`src/rtl/gcd_pkg.sv`:
```
`default_nettype none
// ============================================================================
//  Module      : gcd_pkg
//  Description : Shared types and constants for the GCD engine: controller
//                state encoding and the algorithm-select values.
//  Ports       : none (package)
//  Revision    : 1.0  initial release
// ============================================================================
package gcd_pkg;

  // Controller states, explicit 2-bit encoding
  typedef enum logic [1:0] {
    ST_IDLE = 2'd0,
    ST_CALC = 2'd1,
    ST_DONE = 2'd2
  } gcd_state_e;

  // Algorithm select values for the ALGO parameter
  localparam int GCD_SUB = 0;  // repeated subtraction
  localparam int GCD_BIN = 1;  // Stein's binary algorithm

endpackage : gcd_pkg
`default_nettype wire

```
`src/rtl/gcd_step.sv`:
```
`default_nettype none
// ============================================================================
//  Module      : gcd_step
//  Description : Combinational single-iteration next-value logic for the GCD
//                engine. Produces the next A/B/k values and an equality flag
//                for the current operand pair.
//  Ports       : a_i, b_i  current operands          (WIDTH)
//                k_i       common power-of-two count  (KW)
//                a_o, b_o  next operands              (WIDTH)
//                k_o       next power-of-two count    (KW)
//                eq_o      A == B, iteration finished
//  Revision    : 1.0  initial release
// ============================================================================
module gcd_step
  import gcd_pkg::*;
#(
  parameter int WIDTH = 16,
  parameter int ALGO  = GCD_SUB,
  parameter int KW    = (WIDTH > 2) ? $clog2(WIDTH) : 1
) (
  input  logic [WIDTH-1:0] a_i,
  input  logic [WIDTH-1:0] b_i,
  input  logic [KW-1:0]    k_i,
  output logic [WIDTH-1:0] a_o,
  output logic [WIDTH-1:0] b_o,
  output logic [KW-1:0]    k_o,
  output logic             eq_o
);

  logic a_gt_b;

  assign eq_o   = (a_i == b_i);
  assign a_gt_b = (a_i > b_i);

  generate
    if (ALGO == GCD_BIN) begin : g_bin
      // Priority: both even, A even, B even, both odd.
      always_comb begin
        a_o = a_i;
        b_o = b_i;
        k_o = k_i;
        if (!a_i[0] && !b_i[0]) begin
          a_o = a_i >> 1;
          b_o = b_i >> 1;
          k_o = k_i + KW'(1);
        end else if (!a_i[0]) begin
          a_o = a_i >> 1;
        end else if (!b_i[0]) begin
          b_o = b_i >> 1;
        end else if (a_gt_b) begin
          a_o = a_i - b_i;
        end else begin
          b_o = b_i - a_i;
        end
      end
    end else begin : g_sub
      // k is unused by subtraction; pass it through unchanged.
      always_comb begin
        a_o = a_i;
        b_o = b_i;
        k_o = k_i;
        if (a_gt_b) begin
          a_o = a_i - b_i;
        end else begin
          b_o = b_i - a_i;
        end
      end
    end
  endgenerate

endmodule : gcd_step
`default_nettype wire

```
`src/rtl/gcd_engine.sv`:
```
`default_nettype none
// ============================================================================
//  Module      : gcd_engine
//  Description : Greatest-common-divisor engine, one iteration per clock,
//                subtractive or Stein's binary algorithm chosen by ALGO.
//                Operands arrive over a valid/ready handshake; the result and
//                the number of CALC cycles leave over a second one.
//  Ports       : clk, rst_n             clock, async active-low reset
//                in_valid/in_ready      operand handshake
//                a_in, b_in             operands (WIDTH)
//                out_valid/out_ready    result handshake
//                gcd_out                result (WIDTH)
//                iter_count             CALC cycles used (CNT_W)
//                busy                   high while iterating
//  Revision    : 1.0  initial release
// ============================================================================
module gcd_engine
  import gcd_pkg::*;
#(
  parameter int WIDTH = 16,
  parameter int ALGO  = GCD_SUB,
  parameter int CNT_W = WIDTH + 1
) (
  input  logic             clk,
  input  logic             rst_n,
  input  logic             in_valid,
  output logic             in_ready,
  input  logic [WIDTH-1:0] a_in,
  input  logic [WIDTH-1:0] b_in,
  output logic             out_valid,
  input  logic             out_ready,
  output logic [WIDTH-1:0] gcd_out,
  output logic [CNT_W-1:0] iter_count,
  output logic             busy
);

  // k counts common factors of two and never exceeds WIDTH-1.
  localparam int KW = (WIDTH > 2) ? $clog2(WIDTH) : 1;

  gcd_state_e       state_q, state_d;
  logic [WIDTH-1:0] a_q, a_d;
  logic [WIDTH-1:0] b_q, b_d;
  logic [KW-1:0]    k_q, k_d;
  logic [CNT_W-1:0] cnt_q, cnt_d;
  logic [WIDTH-1:0] res_q, res_d;

  logic [WIDTH-1:0] step_a;
  logic [WIDTH-1:0] step_b;
  logic [KW-1:0]    step_k;
  logic             step_eq;

  gcd_step #(
    .WIDTH (WIDTH),
    .ALGO  (ALGO),
    .KW    (KW)
  ) u_step (
    .a_i  (a_q),
    .b_i  (b_q),
    .k_i  (k_q),
    .a_o  (step_a),
    .b_o  (step_b),
    .k_o  (step_k),
    .eq_o (step_eq)
  );

  always_ff @(posedge clk or negedge rst_n) begin
    if (!rst_n) begin
      state_q <= ST_IDLE;
      a_q     <= '0;
      b_q     <= '0;
      k_q     <= '0;
      cnt_q   <= '0;
      res_q   <= '0;
    end else begin
      state_q <= state_d;
      a_q     <= a_d;
      b_q     <= b_d;
      k_q     <= k_d;
      cnt_q   <= cnt_d;
      res_q   <= res_d;
    end
  end

  always_comb begin
    state_d = state_q;
    a_d     = a_q;
    b_d     = b_q;
    k_d     = k_q;
    cnt_d   = cnt_q;
    res_d   = res_q;
    unique case (state_q)
      ST_IDLE: begin
        if (in_valid) begin
          a_d   = a_in;
          b_d   = b_in;
          k_d   = '0;
          cnt_d = '0;
          // A zero operand needs no iteration: gcd(x,0)=x, gcd(0,0)=0.
          if ((a_in == '0) || (b_in == '0)) begin
            res_d   = a_in | b_in;
            state_d = ST_DONE;
          end else begin
            state_d = ST_CALC;
          end
        end
      end
      ST_CALC: begin
        if (cnt_q != '1) begin
          cnt_d = cnt_q + CNT_W'(1);
        end
        if (step_eq) begin
          // Restore the common power of two removed by the binary steps.
          res_d   = (ALGO == GCD_BIN) ? (a_q << k_q) : a_q;
          state_d = ST_DONE;
        end else begin
          a_d = step_a;
          b_d = step_b;
          k_d = step_k;
        end
      end
      ST_DONE: begin
        if (out_ready) begin
          state_d = ST_IDLE;
        end
      end
      default: begin
        state_d = ST_IDLE;
      end
    endcase
  end

  assign in_ready   = (state_q == ST_IDLE);
  assign out_valid  = (state_q == ST_DONE);
  assign busy       = (state_q == ST_CALC);
  assign gcd_out    = res_q;
  assign iter_count = cnt_q;

endmodule : gcd_engine
`default_nettype wire

```
`config.mk`:
```
export PLATFORM = sky130hd
export DESIGN_NAME = gcd_engine
export DESIGN_NICKNAME = d
export VERILOG_FILES = /design/src/rtl/gcd_pkg.sv /design/src/rtl/gcd_step.sv /design/src/rtl/gcd_engine.sv
export SDC_FILE = /design/constraint.sdc
export NUM_CORES = 1
export LEC_CHECK = 0
export BUFFER_PORTS_ARGS = -buffer_cell sky130_fd_sc_hd__buf_2
export CAP_MARGIN = 20
export CORE_MARGIN = 3
export CORE_UTILIZATION = 39
export CTS_CLUSTER_SIZE = 16
export DETAILED_ROUTE_END_ITERATION = 16
export GPL_TIMING_DRIVEN = 0
export HOLD_SLACK_MARGIN = 0.15
export SETUP_SLACK_MARGIN = 0.4
export SYNTH_ARGS = -nofsm -noshare
export SYNTH_HDL_FRONTEND = slang
export SYNTH_HIERARCHICAL = 1
export SYNTH_SLANG_ARGS = --single-unit
```
`constraint.sdc`:
```
create_clock -name clk -period 3.7 [get_ports clk]
set_input_delay 0.74 -clock clk [delete_from_list [all_inputs] [get_ports clk]]
set_output_delay 0.74 -clock clk [all_outputs]
set_load 0.005 [all_outputs]
```
==> run metrics <==
clock root buffer=clkbuf_16; Core Region=between 10000 and 15000 um^2; worst-skew pair later-pin latency=around 0.33 ns; fin. max-slew vios=0; TritonCTS Sinks=between 60 and 70; WP data arrival=roughly 3.3 ns; mean routed wirelength per cell=between 15 and 20 um; first drt pass iteration count=5; Final setup viols=0; Final WS setup=between 0.6 and 0.7 ns; crit path cell chain=inv_1, ha_1, clkbuf_1, nand4_1, nor4_4, nand2_1, a21o_1, a31oi_4, buf_6, mux2_2; FF-to-FF Start=a_q[3]$_DFFE_PN0P_; Hold Path Sink=gcd_out[2]$_DFFE_PN0P_; vias per cell=around 5.6; relative slew slack=0.423; worst-path maximum fanout=10; hold slack=about 0.5 ns; Iteration-0 DRC Markers=approximately 500; antenna viol nets, final=0; DR vias=between 5k and 6k; Post-Syn Area=5460 um^2; largest net degree at the start of global routing=between 60 and 70; RSZ-0062 raised after global routing=no; skew final=roughly 0.0085 ns; Hold Startpoint=gcd_out[2]$_DFFE_PN0P_; setup TNS=0 ns; die area=around 15000 um^2; number of global-route vias before repair=5071; gpl congestion=between 0.9 and 1; utilization after layout=0.470; critical path's largest stage delay=roughly 0.43 ns; period utilisation layout=0.820; FP Rows=between 40 and 50; commonest non-fill, non-tap cell in the layout=nand2_1; max cap viols=0; actual slew at the worst max-slew pin=~0.87 ns; Buf/Inv on CP=3; area delta synth->final=15.9%; port buffer count=between 70 and 80; Mapped Cells=approximately 660; Worst path slowest cell=dfrtp_1; postcts setup bufs=0; Resized cells post-CTS=0; Worst setup EP type=flop; hold_buf cts=0; HPWL after DPL=roughly 14000 um; initial antenna violation count=0; worst r2r dst=gcd_out[13]$_DFFE_PN0P_; Setup CP Type=reg2reg; ant diodes=0; Ys Warns=6; WP data required=just under 4 ns; startpoint types=flop; fin nets=a little over 800; GRT overflow=0; Place WS=between 0.4 and 0.5 ns; fmax=~330 MHz; CTS H-tree depth=3; syn nets=735; Clock Pin Slew Worst Setup and Hold Paths=around 0.050 ns; CTS tree=built; first-pass GRT wire length=27100 um; Mapped Avg Cell Area=roughly 8.2 um^2; Fin. Hold Viols=0; reg2reg path depth=10; Die Wd=124 um; most frequent cells in the layout=99 x nand2_1, 91 x buf_2, 82 x o21ai_0; Ports=between 70 and 80; Initial Util=0.406; share of cells above drive strength 1=0.190; drt drc=0; Final Critical Period=between 3 and 4 ns; Routed WL=about 17000 um; worst hold path class=reg2reg; reg2reg setup slack=between 0.6 and 0.7 ns; clock buffer depth=2; cell depth of the worst min-delay path=1; outcome=finished clean; Num CTS Buffers=9; fillers=between 1k and 1.5k; Die Ht=roughly 120 um; GRT Util Overall=0.215; CP delay by family, top=simple AND/OR/NAND/NOR gates
-- layout make-up --
class / count / area [um^2] / share of cell area
Multi-Input combinational cell: 519 / 3430 / 0.543
Buffer: 40 / 214 / 0.0338
Sequential cell: 67 / 1680 / 0.265
Clock buffer: 12 / 256 / 0.0406
Clock inverter: 4 / 25.0 / 0.00396
Inverter: 38 / 143 / 0.0226
Tap cell: 176 / 220 / 0.0348
Timing Repair Buffer: 71 / 358 / 0.0566
-- routing by layer --
metal  vias up  track usage  share of wire
met4         0       0.0400          0.012
met5         -            0              0
li1       2505            -              -
met1      2525        0.307           0.47
met2       188        0.334           0.45
met3        18       0.0540          0.074
-- through the flow --
step | area [um^2] | instances
final | 6320 | 927
after detailed placement | 6030 | 911
after global routing | 6320 | 927
after global placement | 6030 | 911
after floorplan | 5460 | 664
after CTS | 6320 | 927
-- state kept, by name (all words and copies together), names as in the netlist --
name        flops
iter_count     17
a_q            16
state_q         2
gcd_out        16
b_q            16
-- worst reg2reg max path: stages (launching register included) --
cell,delay (ns)
dfrtp_1,0.43
inv_1,0.08
ha_1,0.29
clkbuf_1,0.26
nand4_1,0.22
nor4_4,0.43
nand2_1,0.10
a21o_1,0.21
a31oi_4,0.33
buf_6,0.21
mux2_2,0.35
-- worst max path at each step --
stage / startpoint / slack (ns) / end / cells after the start
after floorplan: a_q[11]$_DFFE_PN0P_ / 1.07 / gcd_out[10]$_DFFE_PN0P_ / 10
after global placement: a_q[11]$_DFFE_PN0P_ / 0.54 / gcd_out[6]$_DFFE_PN0P_ / 10
after detailed placement: a_q[11]$_DFFE_PN0P_ / 0.46 / gcd_out[13]$_DFFE_PN0P_ / 10
after CTS: a_q[11]$_DFFE_PN0P_ / 0.43 / gcd_out[13]$_DFFE_PN0P_ / 10
after global routing: a_q[3]$_DFFE_PN0P_ / 0.48 / gcd_out[11]$_DFFE_PN0P_ / 10
final: a_q[3]$_DFFE_PN0P_ / 0.66 / gcd_out[13]$_DFFE_PN0P_ / 10
Power is left out: the tool's default activity adds up to more than one toggle a clock period on the data nets, which glitch-free logic cannot reach.
